`src/rtl/voice_pkg.sv`:
```
// Shared types and constants for the voice scheduler and the 3-voice generator.
// Sample/mix widths, scheduler states, waveform selects and config helpers.
package voice_pkg;

  localparam int NUM_VOICES = 3;
  localparam int WAVE_W     = 10;
  localparam int MIX_W      = 12;

  localparam logic [3:0] WAVE_TRI   = 4'b0001;
  localparam logic [3:0] WAVE_SAW   = 4'b0010;
  localparam logic [3:0] WAVE_PULSE = 4'b0100;
  localparam logic [3:0] WAVE_NOISE = 4'b1000;

  typedef enum logic [1:0] {IDLE, START, WAIT, DONE} sched_state_e;

  typedef struct packed {
    logic [15:0] freq;
    logic [11:0] pw;
    logic [3:0]  wave;
    logic        sync;
    logic        ring;
  } voice_cfg_t;

  // Slice one voice's configuration out of the packed {v2,v1,v0} buses.
  function automatic voice_cfg_t cfg_of(input logic [47:0] freq, input logic [35:0] pw,
                                        input logic [11:0] wave, input logic [2:0] sync,
                                        input logic [2:0] ring, input logic [1:0] v);
    voice_cfg_t c;
    case (v)
      2'd1:    c = '{freq[31:16], pw[23:12], wave[7:4], sync[1], ring[1]};
      2'd2:    c = '{freq[47:32], pw[35:24], wave[11:8], sync[2], ring[2]};
      default: c = '{freq[15:0], pw[11:0], wave[3:0], sync[0], ring[0]};
    endcase
    return c;
  endfunction

  function automatic logic signed [MIX_W-1:0] sext(input logic signed [WAVE_W-1:0] w);
    return {{(MIX_W-WAVE_W){w[WAVE_W-1]}}, w};
  endfunction

endpackage

```
`src/rtl/voice_scheduler.sv`:
```
// Frame sequencer: snapshots per-voice config on each tick, runs voices 0..2 through
// the shared generator and emits their signed sum. Optional VOICE_SCHED_MUTE_EN adds mute_i.
module voice_scheduler
  import voice_pkg::*;
(
  input  logic                          clk_i,
  input  logic                          rst_ni,
  input  logic                          sample_tick_i,
`ifdef VOICE_SCHED_MUTE_EN
  input  logic [NUM_VOICES-1:0]         mute_i,
`endif
  input  logic [16*NUM_VOICES-1:0]      voice_freq_i,
  input  logic [12*NUM_VOICES-1:0]      voice_pw_i,
  input  logic [4*NUM_VOICES-1:0]       voice_wave_i,
  input  logic [NUM_VOICES-1:0]         voice_sync_i,
  input  logic [NUM_VOICES-1:0]         voice_ring_i,
  output logic                          mv_start_o,
  output logic [1:0]                    mv_voice_o,
  output logic [15:0]                   mv_freq_o,
  output logic [11:0]                   mv_pw_o,
  output logic [3:0]                    mv_wave_sel_o,
  output logic                          mv_sync_o,
  output logic                          mv_ring_o,
  input  logic                          mv_ready_i,
  input  logic signed [WAVE_W-1:0]      mv_wave_i,
  output logic signed [MIX_W-1:0]       mix_o,
  output logic                          mix_valid_o,
  output logic                          busy_o,
  output logic                          overrun_o
);

  sched_state_e                 state;
  logic [1:0]                   idx;
  logic signed [MIX_W-1:0]      acc;
  logic signed [MIX_W-1:0]      sample_ext;
  logic signed [MIX_W-1:0]      acc_next;
  logic [16*NUM_VOICES-1:0]     snap_freq;
  logic [12*NUM_VOICES-1:0]     snap_pw;
  logic [4*NUM_VOICES-1:0]      snap_wave;
  logic [NUM_VOICES-1:0]        snap_sync;
  logic [NUM_VOICES-1:0]        snap_ring;
  voice_cfg_t                   cfg_q;
`ifdef VOICE_SCHED_MUTE_EN
  logic [NUM_VOICES-1:0]        snap_mute;
`endif

  always_comb begin
    sample_ext = sext(mv_wave_i);
`ifdef VOICE_SCHED_MUTE_EN
    // Muted voices still run through the generator so their state keeps advancing.
    if (snap_mute[idx]) sample_ext = '0;
`endif
    acc_next = acc + sample_ext;
  end

  assign busy_o        = (state != IDLE);
  assign overrun_o     = sample_tick_i && (state != IDLE);
  assign mv_voice_o    = idx;
  assign mv_freq_o     = cfg_q.freq;
  assign mv_pw_o       = cfg_q.pw;
  assign mv_wave_sel_o = cfg_q.wave;
  assign mv_sync_o     = cfg_q.sync;
  assign mv_ring_o     = cfg_q.ring;

  always_ff @(posedge clk_i or negedge rst_ni) begin
    if (!rst_ni) begin
      state       <= IDLE;
      idx         <= '0;
      acc         <= '0;
      mix_o       <= '0;
      mix_valid_o <= 1'b0;
      mv_start_o  <= 1'b0;
      cfg_q       <= '0;
      snap_freq   <= '0;
      snap_pw     <= '0;
      snap_wave   <= '0;
      snap_sync   <= '0;
      snap_ring   <= '0;
`ifdef VOICE_SCHED_MUTE_EN
      snap_mute   <= '0;
`endif
    end else begin
      mv_start_o  <= 1'b0;
      mix_valid_o <= 1'b0;
      case (state)
        IDLE: if (sample_tick_i) begin
          snap_freq  <= voice_freq_i;
          snap_pw    <= voice_pw_i;
          snap_wave  <= voice_wave_i;
          snap_sync  <= voice_sync_i;
          snap_ring  <= voice_ring_i;
`ifdef VOICE_SCHED_MUTE_EN
          snap_mute  <= mute_i;
`endif
          acc        <= '0;
          idx        <= 2'd0;
          // Snapshot is loading this same edge, so voice 0 config comes straight from inputs.
          cfg_q      <= cfg_of(voice_freq_i, voice_pw_i, voice_wave_i,
                               voice_sync_i, voice_ring_i, 2'd0);
          mv_start_o <= 1'b1;
          state      <= START;
        end
        START: state <= WAIT;
        WAIT: if (mv_ready_i) begin
          acc <= acc_next;
          if (idx < 2'(NUM_VOICES-1)) begin
            idx        <= idx + 2'd1;
            cfg_q      <= cfg_of(snap_freq, snap_pw, snap_wave, snap_sync, snap_ring,
                                 idx + 2'd1);
            mv_start_o <= 1'b1;
            state      <= START;
          end else begin
            // Mix is published on entry to DONE so valid coincides with the DONE cycle.
            mix_o       <= acc_next;
            mix_valid_o <= 1'b1;
            state       <= DONE;
          end
        end
        DONE:    state <= IDLE;
        default: state <= IDLE;
      endcase
    end
  end

endmodule

```
`config.mk`:
```
export PLATFORM = sky130hd
export DESIGN_NAME = voice_scheduler
export DESIGN_NICKNAME = d
export VERILOG_FILES = /design/src/rtl/voice_pkg.sv /design/src/rtl/voice_scheduler.sv
export SDC_FILE = /design/constraint.sdc
export NUM_CORES = 1
export LEC_CHECK = 0
export ABC_AREA = 1
export CORE_UTILIZATION = 46
export CTS_CLUSTER_DIAMETER = 200
export DETAILED_ROUTE_END_ITERATION = 16
export PLACE_DENSITY = 0.73
export SYNTH_ARGS = -nofsm -noshare
export SYNTH_HDL_FRONTEND = slang
export SYNTH_SLANG_ARGS = --single-unit
```
`constraint.sdc`:
```
create_clock -name clk_i -period 1.9 [get_ports clk_i]
set_clock_uncertainty 0.2 [all_clocks]
set_input_delay 0.285 -clock clk_i [delete_from_list [all_inputs] [get_ports clk_i]]
set_output_delay 0.285 -clock clk_i [all_outputs]
set_load 0.005 [all_outputs]
```
# After elaboration in Yosys (flattened, before gate mapping)
# Index checks and enable logic that the tools add are counted.
# word_totals
wordCells,60
input_bits,116
ff_bits,166
out_inout_bits,52
# classes
eq_ne,8
n_addsub,2
muxes,23
magnitude_cmp,1
bitwise,1
reduce_logical,9
# ops
cell,n
case mux 34 bit (2 select lines),2
two-way mux 34 bit,3
two-way mux 12 bit,2
case mux 12 bit (2 select lines),1
adder 12 x 10 -> 12 bit,1
two-way mux 2 bit,6
case mux 2 bit (4 select lines),1
equality test 2 bit (second input constant),3
two-way mux 1 bit,6
!= test 2 bit (second input constant),3
AND reduction 3 bit,2
equality test 2 x 1 -> 1 bit (second input constant),2
case mux 2 bit (2 select lines),1
AND reduction 2 bit,2
AND reduction 4 bit,1
nonzero test 2 bit,2
adder 2 x 1 -> 2 bit (second input constant),1
logical NOT 2 bit,1
less-than comparator 2 bit (second input constant),1
case mux 1 bit (2 select lines),1
logical AND 1 bit,1
inverter 1 bit,1

# Longest topological paths before layout
# logic_depth
ltp_word,6
depth_mapped,10
depth_no_buf,10

# Worst setup path after synthesis
# OpenSTA, ideal clock, no wires.
# synth_timing
path_type,register to register
start,reg acc[0]
end,reg acc[6]
setup_slack_ns,0.081
required_time_ns,1.583
arrival_ns,1.502
synth_period_minus_slack_ns,1.819
path_stages_with_launch,10
setup_ns,0.117
n_path_buf,0
path_cell_list,dfrtp_1 -> ha_1 -> inv_1 -> fa_1 -> nor2_1 -> nor2_1 -> o21ai_0 -> nand2_1 -> nand3_1 -> nand2_1
# synth_via
elab_chain_cells,3
# synth_lines
element,line_no,source
start: declaration,voice_scheduler.sv:34,logic signed [MIX_W-1:0] acc;
start signal: assignment,voice_scheduler.sv:105,acc <= acc_next;
adder 12 x 10 -> 12 bit,voice_scheduler.sv:53,acc_next = acc + sample_ext;
two-way mux 12 bit,voice_scheduler.sv:104,WAIT: if (mv_ready_i) begin
case mux 12 bit (2 select lines),voice_scheduler.sv:85,case (state)
# No other way between the ends. The select of a mux whose other input is x is not followed.
# A chain may end at the register's enable or synchronous reset.

# Worst setup path in the final report
# layout_timing
start,reg acc[0]
end,reg mix_o[4]
# layout_via
elab_chain_cells,1
# layout_lines
element,line_no,source
adder 12 x 10 -> 12 bit,voice_scheduler.sv:53,
end signal: assignment,voice_scheduler.sv:114,mix_o <= acc_next;
end: declaration,voice_scheduler.sv:26,"output logic signed [MIX_W-1:0] mix_o,"
# No other way between the ends.

==> metrics.txt <==
met3 Track Usage GR 3.92%; HPWL Detailed 14100 um; Max-cap violations 0; share of cells above drive strength 1 12.6%; ys async rst share 100%; PwrDens 1640 mW/mm^2; number of synthesized flops with an enable pin 0; Setup CP Type reg -> reg; placed inst area 0.0102 sq mm; Clk pwr share 19.3%; Routability Congestion 0.881; core area 0.0166 sq mm; crit path max fanout 3; post-route ant nets 0; register area 0.00415 sq mm; Critical R2R Launch acc[0]; Initial DRC Count 492; RSZ-0062 raised after global routing yes; Cell Count, Final, Fillers Out 1398; IO Pins 168; Placed Cells 1360; Final Hold Fails 0; global-route wire length before repair 33400 um; Sink Count 166; post-route setup slack 0.0259 ns; die height 132 um; switching power 6950 uW; Pleak 0.00530 uW; outcome completed; cell with the most instances after synthesis nand2_1; library cells used by synthesis 31; worst skew pair latency 0.43 ns; footprint of the multi-input gates 0.00335 sq mm; grt met2 use 40.2%; CP arrival 1.98 ns; Top Usage Layer GRT met2; top post-synthesis cells by count nand2_1, dfrtp_1, nand3_1; sequential share of the synthesized area 53.1%; grt ovf 0; CP max-delay cell fa_2; Synth area leader dfrtp_1; Num CTS Buffers 17; Required @ worst endpoint 2.00 ns; Critical Path End Type flop; met1 Usage GRT 32.3%; family with the most delay on the worst path adder cells; Worst Tran Pin Value 0.396 ns; Cell Chain, Critical Path ha_2 > inv_2 > fa_2 > nor2_4 > nor2_2 > buf_4 > xor2_1 > o21ai_0; hold crit path type in -> async; Die Area 0.0175 sq mm; Max Buffers Root-to-Sink 2; Synth Cell Area 0.00782 sq mm; Bufs and invs on worst path 2; fin nets 1295; reg2reg path depth 8; clock-pin transition on the worst setup and hold timing paths 0.07 ns; number of global-route vias before repair 6718; Residual DRC 0; Synth Flop Type dfrtp_1; setup violators final 0; DRT Wirelength 20300 um; H-tree level count 4; Synthesized Nets 1099; achievable frequency 534 MHz; synthesis-to-layout area growth 38.9%; fin crit share 98.6%; Pint 10900 uW; Comb pwr share 46.2%; Synth top area share 53.1%; Initial Util 47.1%; reg-to-reg endpoint mix_o[4]; reg-to-reg slack, setup 0.03 ns; most area-consuming cells after synthesis dfrtp_1, nand2_1, nand3_1; Die W 132 um; Layout fillers 1407; drt via density 4.99; syn_area_per_cell 8.07 sq um; CTS tree yes; Peak supply drop 0.942 mV; I/O Buffers 167; Ys Warns 0; pre-CTS setup slack -0.513 ns; Final Max Slew Viols 0; vias 6974; Synth Instances 969; switching share of total power 39.0%; Final Cell Area 0.0109 sq mm; Root Buffer clkbuf_16; Seq pwr share 34.5%; n_diodes 0; startpoint type of the worst setup path flop; first drt pass iteration count 5; min cycle time layout 1.87 ns; routed len/inst 14.5 um; Max-slew headroom 73.6%; Seq cells post-synth 166; pin count of the biggest net entering global routing 45; Row Count 47; initial antenna violation count 0; slowest cell delay on critical path 0.40 ns; GRT Overall Usage 24.1%
layout make-up:
class | count | area share (%)
flip-flops and latches | 166 | 38.2
multi-input cells | 718 | 30.9
clock buffers | 17 | 3.92
clock inverters | 15 | 1.51
well taps | 220 | 2.53
inverters | 37 | 1.38
repair buffers | 225 | 21.6
how the worst max path moves through the flow:
stage | startpoint | to | slack [ns] | depth (start not counted)
2_1_floorplan | acc[0] | acc[6] | 0.08 | 9
3_3_place_gp | mv_wave_i[0] | mix_o[6] | -0.50 | 10
3_5_place_dp | mv_wave_i[0] | mix_o[6] | -0.51 | 10
4_1_cts | acc[0] | mix_o[6] | 0.02 | 9
5_1_grt | acc[0] | mix_o[4] | -0.02 | 8
6_report | acc[0] | mix_o[4] | 0.03 | 8
routing by layer:
| metal | routed length [um] | vias up |
|---|---|---|
| li1 | - | 3454 |
| met1 | 9380 | 3339 |
| met2 | 9940 | 163 |
| met3 | 739 | 18 |
| met4 | 259 | 0 |
| met5 | 0 | - |
kinds of logic (layout without fill, tap and decap cells):
logic type / after synthesis / after routing / synth area share (%)
and+or+nand+nor: 578 / 578 / 29.8
DFF: 166 / 166 / 53.1
AOI/OAI and AO/OA: 121 / 121 / 9.20
buffers and inverters: 85 / 294 / 4.99
adders and majority gates: 14 / 14 / 2.34
xor gates and xnor gates: 5 / 5 / 0.560
power groups by stage:
stage | Clock [uW] | Combinational (uW) | Sequential, uW
after detailed placement | 0 | 8130 | 6150
after global placement | 0 | 7970 | 6100
after floorplan | 0 | 4630 | 6010
final | 3430 | 8240 | 6150
after CTS | 3500 | 8190 | 6110
after global routing | 3650 | 9200 | 6330
cells in the final DEF, fill, tap and decap left out, types with 3 or more instances in the layout:
cell type	count
nand2_1	496
dfrtp_1	166
clkdlybuf4s50_1	163
nand3_1	54
a21oi_1	39
buf_4	38
o21ai_1	32
o21ai_2	30
inv_1	29
o21ai_0	18
buf_12	18
clkbuf_16	17
nor2_1	10
ha_1	7
inv_6	6
inv_2	5
ha_4	4
nor2_2	3
nor2_8	3
clkinv_4	3
nor2_4	3
xnor2_1	3
nand4_1	3
clkinvlp_4	3
inv_8	3
what timing repair did:
action                                  CTS  global route
endpoints found under the setup margin    6            15
hold buffers                              1             0
buffers inserted                          2             3
endpoints found under the hold margin   162             0
resized for setup                         5            16
pin swaps                                 1             2
flip-flops by register name (all words and copies together), names as in the netlist:
register	count
snap_freq	48
snap_pw	36
mv_freq_o	16
acc	12
mix_o	12
mv_pw_o	12
snap_wave	12
mv_wave_sel_o	4
snap_ring	3
snap_sync	3
mv_voice_o	2
state	2
mix_valid_o	1
mv_ring_o	1
mv_start_o	1
mv_sync_o	1
stage by stage:
stage / util [%] / total power, uW / TNS, ns / hold WS, ns
2_1_floorplan: - / 10600 / 0 / -0.211
3_3_place_gp: 61.2 / 14100 / -8.08 / 0.0256
3_5_place_dp: 61.2 / 14300 / -8.41 / 0.0276
4_1_cts: 64.9 / 17800 / 0 / 0.144
5_1_grt: 65.5 / 19200 / -0.0651 / 0.159
6_report: 65.5 / 17800 / 0 / 0.128
No activity file was read; power rests on OpenSTA's default activity.
